--- config.mk ---
export PLATFORM = sky130hd
export DESIGN_NAME = spi_master_regs
export DESIGN_NICKNAME = d
export VERILOG_FILES = /design/src/rtl/spi_master_regs.sv
export SDC_FILE = /design/constraint.sdc
export NUM_CORES = 1
export LEC_CHECK = 0
export CORE_ASPECT_RATIO = 1.5
export CORE_MARGIN = 2
export CORE_UTILIZATION = 41
export DETAILED_ROUTE_END_ITERATION = 10
export PLACE_DENSITY = 0.87
export SYNTH_ARGS = -nofsm -noshare
export SYNTH_HDL_FRONTEND = slang
export SYNTH_SLANG_ARGS = --single-unit
--- constraint.sdc ---
create_clock -name ACLK -period 2.6 [get_ports ACLK]
set_input_delay 0.52 -clock ACLK [delete_from_list [all_inputs] [get_ports ACLK]]
set_output_delay 0.52 -clock ACLK [all_outputs]
set_load 0.05 [all_outputs]
--- src/rtl/spi_master_regs.sv ---
// Register-mapped SPI master (mode 0, MSB first) fed by the AXI-Lite IPIF bridge.
// CTRL/STATUS/TXDATA/RXDATA are presented in parallel; the bridge muxes the read word.
module spi_master_regs #(
  parameter int unsigned FRAME_BITS = 8,
  parameter logic [7:0]  DIV_RESET  = 8'd4
) (
  input  logic         ACLK,
  input  logic         ARESETn,
  input  logic [31:0]  bus2ip_data,
  input  logic [3:0]   bus2ip_wrce,
  input  logic [3:0]   bus2ip_rdce,
  output logic [127:0] ip2bus_data,
  output logic         ip2bus_wrack,
  output logic         ip2bus_rdack,
  output logic         spi_sck,
  output logic         spi_mosi,
  input  logic         spi_miso,
  output logic         spi_ss_n
);

  localparam int unsigned HW = $clog2(2 * FRAME_BITS + 1);
  localparam logic [HW-1:0] HALF_LAST = HW'(2 * FRAME_BITS - 1);

  typedef enum logic [1:0] {IDLE, LEAD, XFER, TRAIL} state_t;

  state_t                state, state_next;
  logic                  wr_seen, rd_seen;
  logic                  do_wr, do_rd;
  logic                  wr_ctrl, wr_status, wr_tx, rd_rx;
  logic [7:0]            clkdiv, div_lat, cnt;
  logic                  ss_hold, rx_valid, overrun;
  logic [FRAME_BITS-1:0] txdata, rxdata, shift;
  logic [HW-1:0]         half;
  logic                  cnt_done, busy, frame_done, ss_n_next;
  logic                  unused_bus;

  // One access per assertion of a chip enable: act on its rising edge only.
  assign do_wr     = (|bus2ip_wrce) & ~wr_seen;
  assign do_rd     = (|bus2ip_rdce) & ~rd_seen;
  assign wr_ctrl   = do_wr & bus2ip_wrce[0];
  assign wr_status = do_wr & bus2ip_wrce[1] & ~bus2ip_wrce[0];
  assign wr_tx     = do_wr & bus2ip_wrce[2] & ~(|bus2ip_wrce[1:0]);
  assign rd_rx     = do_rd & bus2ip_rdce[3];

  assign busy       = (state != IDLE);
  assign cnt_done   = (cnt == div_lat);
  assign frame_done = (state == TRAIL) & cnt_done;
  assign unused_bus = &{1'b0, bus2ip_data};

  assign ip2bus_data = {32'(rxdata), 32'(txdata),
                        {29'd0, overrun, rx_valid, busy},
                        {23'd0, ss_hold, clkdiv}};

  // State register.
  always_ff @(posedge ACLK or negedge ARESETn) begin
    if (!ARESETn) state <= IDLE;
    else          state <= state_next;
  end

  // Next state and slave-select target.
  always_comb begin
    state_next = state;
    ss_n_next  = 1'b1;
    case (state)
      IDLE:    if (wr_tx)                           state_next = LEAD;
      LEAD:    if (cnt_done)                        state_next = XFER;
      XFER:    if (cnt_done && (half == HALF_LAST)) state_next = TRAIL;
      TRAIL:   if (cnt_done)                        state_next = IDLE;
      default:                                      state_next = IDLE;
    endcase
    ss_n_next = ~((state_next != IDLE) | (wr_ctrl ? bus2ip_data[8] : ss_hold));
  end

  // Bus acknowledges and register file.
  always_ff @(posedge ACLK or negedge ARESETn) begin
    if (!ARESETn) begin
      wr_seen      <= 1'b0;
      rd_seen      <= 1'b0;
      ip2bus_wrack <= 1'b0;
      ip2bus_rdack <= 1'b0;
      clkdiv       <= DIV_RESET;
      ss_hold      <= 1'b0;
      rx_valid     <= 1'b0;
      overrun      <= 1'b0;
      txdata       <= '0;
      rxdata       <= '0;
    end else begin
      wr_seen      <= |bus2ip_wrce;
      rd_seen      <= |bus2ip_rdce;
      ip2bus_wrack <= do_wr;
      ip2bus_rdack <= do_rd;
      if (wr_ctrl) begin
        clkdiv  <= bus2ip_data[7:0];
        ss_hold <= bus2ip_data[8];
      end
      // Frame completion beats a same-cycle clear.
      if (frame_done)                                 rx_valid <= 1'b1;
      else if ((wr_status & bus2ip_data[1]) | rd_rx)  rx_valid <= 1'b0;
      if (wr_tx & busy)                               overrun  <= 1'b1;
      else if (wr_status & bus2ip_data[2])            overrun  <= 1'b0;
      if (wr_tx & ~busy) txdata <= bus2ip_data[FRAME_BITS-1:0];
      if (frame_done)    rxdata <= shift;
    end
  end

  // Half-period timing, shift register and SPI pins.
  always_ff @(posedge ACLK or negedge ARESETn) begin
    if (!ARESETn) begin
      cnt      <= 8'd0;
      half     <= '0;
      div_lat  <= 8'd0;
      shift    <= '0;
      spi_sck  <= 1'b0;
      spi_mosi <= 1'b0;
      spi_ss_n <= 1'b1;
    end else begin
      spi_ss_n <= ss_n_next;
      if (state == IDLE) begin
        cnt  <= 8'd0;
        half <= '0;
        if (wr_tx) begin
          div_lat  <= clkdiv;
          shift    <= bus2ip_data[FRAME_BITS-1:0];
          spi_mosi <= bus2ip_data[FRAME_BITS-1];
        end
      end else begin
        cnt <= cnt_done ? 8'd0 : cnt + 8'd1;
        // Even half periods end in a rising edge (sample), odd ones in a falling edge.
        if ((state == XFER) && cnt_done) begin
          half <= half + HW'(1);
          if (!half[0]) begin
            spi_sck <= 1'b1;
            shift   <= (shift << 1) | FRAME_BITS'(spi_miso);
          end else begin
            spi_sck  <= 1'b0;
            spi_mosi <= shift[FRAME_BITS-1];
          end
        end
      end
    end
  end

endmodule
======== After elaboration in Yosys (flattened, before gate mapping) ========
Index checks and enable logic that the tools add are counted.
storage, ports and cells
  register bits ........................... 65
  input bits .............................. 43
cells by class
  $add $sub $neg .......................... 2
  equal/unequal tests ..................... 7
  multiplexer cells ....................... 23
  bitwise gates (word level) .............. 23
  reductions and logical operators ........ 16
operators by type and width
  kind                   number
  $mux W8                6
  $and A1 B1 Y1          13
  $reduce_bool A2 Y1     6
  $mux W1                10
  $mux W5                2
  $add A8 B1 Y8 const B  1
  $eq A8 B8 Y1           1
  $mux W2                4
  $or A8 B1 Y8           1
  $pmux W2 S4            1
  $reduce_or A4 Y1       2
  $not A1 Y1             7
  $reduce_and A3 Y1      2
  $add A5 B1 Y5 const B  1
  $eq A5 B4 Y1 const B   1
  $eq A2 B2 Y1 const B   2
  $reduce_and A2 Y1      2
  $eq A2 B1 Y1 const B   1
  $logic_and A1 B1 Y1    2
  $logic_not A2 Y1       1
  $ne A2 B1 Y1 const B   1
  $ne A2 B2 Y1 const B   1
  $or A1 B1 Y1           2
  $reduce_or A2 Y1       1

======== Depth between registers and ports, before layout ========
  depth after elaboration ................. 9
  depth in mapped cells ................... 8
  mapped depth without buffers ............ 6

======== Worst setup path after synthesis ========
No wires, ideal clock.
  kind .................................... flip-flop to flip-flop
  start point ............................. reg cnt[6]
  end point ............................... reg rxdata[0]
  arrival ................................. 1769 ps
  slack ................................... 706 ps
  cell stages (with the launch flop) ...... 8
  period minus slack after synthesis ...... 1894 ps
  cells stage by stage .................... dfrtp_1 > xor2_1 > nor4_2 > and2_1 > buf_6 > and3_4 > buf_8 > mux2_4
between the ends
  cells in the longest elaborated chain, start to end .. 2
ends and longest elaborated chain
  element                 RTL line  source
  from (decl)             30        logic [7:0] clkdiv, div_lat, cnt;
  from (signal assigned)  127       cnt <= cnt_done ? 8'd0 : cnt + 8'd1;
  $eq A8 B8 Y1            46        assign cnt_done = (cnt == div_lat);
  $and A1 B1 Y1           47        assign frame_done = (state == TRAIL) & cnt_done;
  to (signal assigned)    102       if (frame_done) rxdata <= shift;
  to (decl)               32        logic [FRAME_BITS-1:0] txdata, rxdata, shift;
Every way passes these cells.
A chain may end at the register's enable or synchronous reset.

======== Final worst setup path ========
  start point ............................. reg state[1]
  end point ............................... out ip2bus_data[32]
between the ends
  cells in the longest elaborated chain, start to end .. 1
ends and longest elaborated chain
  element                 RTL line  source
  from (decl)             26        state_t state, state_next;
  from (signal assigned)  57        else state <= state_next;
  $reduce_bool A2 Y1      45        assign busy = (state != IDLE);
  to (decl)               12        output logic [127:0] ip2bus_data,
Every way passes these cells.

==> impl_summary.md <==
Status
The run finished with clean final reports.

Critical path
For the worst setup path, the data arrival time is 1900 ps. The maximum net fanout on the critical path is 9. The critical path start-end classification is reg2out. The kind of launch point of the worst setup path is a flop. The required time at the worst-slack endpoint is 2080 ps. The endpoint class of the critical path is an output port.

CTS
The TritonCTS sink count is 65. The root buffer cell chosen for the clock tree is sky130_fd_sc_hd__clkbuf_16. The clock transition at the registers of the reported paths is 50 ps. Once the clock tree was built, the setup fixing pass inserted 0 buffers.

The H-tree depth is 3. TritonCTS built the clock tree. After clock tree synthesis, the flow added hold-fix buffers numbering 0.

The worst-case clock buffer depth is 2. In this run, CTS created clock tree buffers numbering 9. The number of gates resized after cts is 0. The clock insertion delay at the later pin of the skew report is 340 ps.

Placement
The routability congestion estimate from global placement is 0.868. The quantity of I/O buffers inserted on ports is 52. At the placement stage, the worst setup path has a slack of 160 ps. The half-perimeter wire length of the detailed placement result is 5000 µm.

In this run the cell area measured after placement is 0.00385 mm².

Timing
The total count of hold-check failures in the final report was 0. Setup repair after global routing left no endpoint under its margin. Once routing completed, OpenROAD measured the worst setup slack at 176 ps. The minimum clock period is 2420 ps. The number of slew-limit violations in the final report is 0.

The tightest slew margin relative to the limit is 0.639. The number of endpoints failing setup at the final stage is 0. Based on the critical path, the design can be clocked at up to 413 MHz. The final clock skew is 5.99 ps. Dividing the final minimum period by the clock period gives 0.932. The final-layout setup total negative slack is 0 ps. For the pin with the worst max-slew slack, the measured transition is 540 ps.

Logic synthesis
In the synthesized netlist the dominant register cell turns out to be sky130_fd_sc_hd__dfrtp_1. In this run, distinct cell masters in the synthesized netlist total 41. Ranked by total cell area, the synthesized netlist is headed by sky130_fd_sc_hd__dfrtp_1, sky130_fd_sc_hd__buf_4, sky130_fd_sc_hd__nand2_1. The post-synthesis register bit count is 65. The sequential cell area fraction in the yosys report is 0.454.

In the synthesized netlist the async set-or-reset flop fraction comes to 1.00. The commonest cells after synthesis are sky130_fd_sc_hd__buf_4, sky130_fd_sc_hd__dfrtp_1, sky130_fd_sc_hd__nand2_1, sky130_fd_sc_hd__nor2_1, sky130_fd_sc_hd__xor2_1. Each instance of the synthesized netlist takes up on average 10.2 µm². The post-synthesis instance area is 0.00359 mm².

The cell count after synthesis is 352. The cell taking the most area after synthesis is sky130_fd_sc_hd__dfrtp_1. The cell with the most instances after synthesis is sky130_fd_sc_hd__buf_4. The area share of the largest cell type after synthesis is 0.439.

The number of synthesized flops with an enable pin is 0. During synthesis, Yosys emitted a total of 0 warnings.

Finish
Of the cells placed in the final design, the portion with a size suffix greater than 1 is 0.128. Registers take 0.00163 mm². After filler insertion, the fill cell instance count of the layout stands at 716. Relative to the synthesized area, the layout overhead comes to 15.0%.

After routing the design area is 0.00413 mm². The number of antenna diodes in the final layout is 0. In the final design database the tool counted 456 nets. The multi-input logic area is 0.00148 mm².

Floorplanning
After floorplanning, the core was sized to cover 0.00846 mm². The top-level port count is 176. The initial utilization of the core area, before any placement, comes to 0.424. From bottom edge to top edge, the die measures 119 µm. The die area is 0.00954 mm². From left edge to right edge, the die measures 80.4 µm.

Row generation in the floorplan step produced 41 rows.

Global route
The number of antenna violations at the first check in global routing was 0. Entering global routing, the biggest net connects 35 pins. The total overflow left after global routing is 0.

Across every metal layer, demand over resource in global routing totals 0.156. The number of global-route vias before repair was 2321. The wire length of the first global-routing pass is 11300 µm.

Routing
The number of violations reported at the end of detailed-routing iteration 0 is 54. In the routed design, unresolved DRC markers number 0. The per-cell routed wire length is 13.4 µm. The total length of routed wires is 6970 µm. Using the TritonRoute via totals, the vias-per-cell ratio works out to 4.53. The count of nets left with antenna violations once routing finished came out at 0.

The final route contains 2361 vias. The first detailed-routing pass took 4 iterations.

Power
The worst-case IR drop observed on VDD is 0.718 mV. The total power per unit cell area is 918 mW/mm². For this design the static power due to leakage is 2.05 nW.

Job
Across the run, the number of max-cap violations was 0.

Worst hold path
The worst min-delay path category is in2async.
-- worst max-delay path: stages, from the launching register on --
cell	delay, ps
sky130_fd_sc_hd__dfrtp_1	430
sky130_fd_sc_hd__nor2_2	250
sky130_fd_sc_hd__inv_2	150
sky130_fd_sc_hd__clkdlybuf4s50_1	730
-- report_power, final --
group / switching (mW) / internal [mW]
logic: 0.929 / 0.372
clock network: 0.410 / 0.730
registers: 0.157 / 1.19
-- worst paths after layout --
path,start,end,slack (ps),cells past startpoint
setup / recovery,state[1],ip2bus_data[32],180,3
hold / removal,ARESETn,shift[1],30,1
setup reg to reg,cnt[6],shift[7],390,5
hold reg to reg,rd_seen,ip2bus_rdack,440,1
max in group asynchronous,ARESETn,spi_ss_n,1950,2
min in group ACLK,rd_seen,ip2bus_rdack,440,1
-- kinds of logic (layout without fill, tap and decap cells) --
family / Yosys count / in the layout / share of synthesized area
buffers and inverters: 117 / 80 / 0.237
other: 1 / 100 / 0.00104
AOI/OAI and AO/OA: 27 / 27 / 0.0579
and+or+nand+nor: 105 / 105 / 0.135
DFF: 65 / 65 / 0.454
muxes: 19 / 19 / 0.0676
xor gates and xnor gates: 15 / 15 / 0.0366
adders and majority gates: 3 / 3 / 0.0105
-- flip-flops by register name, summed over array words and instances, names as in the netlist --
register      count
clkdiv            8
cnt               8
div_lat           8
half              5
ip2bus_rdack      1
ip2bus_wrack      1
overrun           1
rd_seen           1
rx_valid          1
rxdata            8
shift             8
spi_mosi          1
spi_sck           1
spi_ss_n          1
ss_hold           1
state             2
txdata            8
wr_seen           1
-- cells in the final DEF (no fill, tap or decap), types with 4 or more instances in the layout --
master,netlist,routed
sky130_fd_sc_hd__xor2_1,12,12
sky130_fd_sc_hd__mux2_2,9,9
sky130_fd_sc_hd__o22a_1,7,7
sky130_fd_sc_hd__inv_1,4,4
sky130_fd_sc_hd__o21a_1,7,7
sky130_fd_sc_hd__conb_1,1,100
sky130_fd_sc_hd__nand3_1,10,10
sky130_fd_sc_hd__clkdlybuf4s50_1,0,51
sky130_fd_sc_hd__buf_4,104,7
sky130_fd_sc_hd__nor2_1,12,12
sky130_fd_sc_hd__clkbuf_16,0,9
sky130_fd_sc_hd__mux2_4,8,8
sky130_fd_sc_hd__nand2_1,61,61
sky130_fd_sc_hd__dfrtp_1,63,63
-- stage by stage --
stage	hold WS, ps	instances	utilization	power, mW
floorplan	224	451	-	2.44
global placement	381	506	0.455	2.62
detailed placement	381	506	0.455	2.65
CTS	26.1	521	0.488	3.80
global route	30.1	521	0.488	3.96
finish	28.1	521	0.488	3.79
-- layout make-up --
class                           instances  share of cell area
Clock inverter                          4              0.0109
Sequential cell                        65               0.395
Tap cell                              107              0.0324
Multi-Input combinational cell        269               0.359
Inverter                                5             0.00455
Clock buffer                           11              0.0564
Timing Repair Buffer                   60               0.142
-- per-layer routing --
metal / vias to the layer above / GRT usage / wire, µm
li1: 1059 / - / -
met1: 1146 / 0.164 / 2470
met2: 136 / 0.270 / 3720
met3: 20 / 0.0443 / 521
met4: 0 / 0.0932 / 253
met5: - / 0 / 0
(Power assumes the default switching activity.)
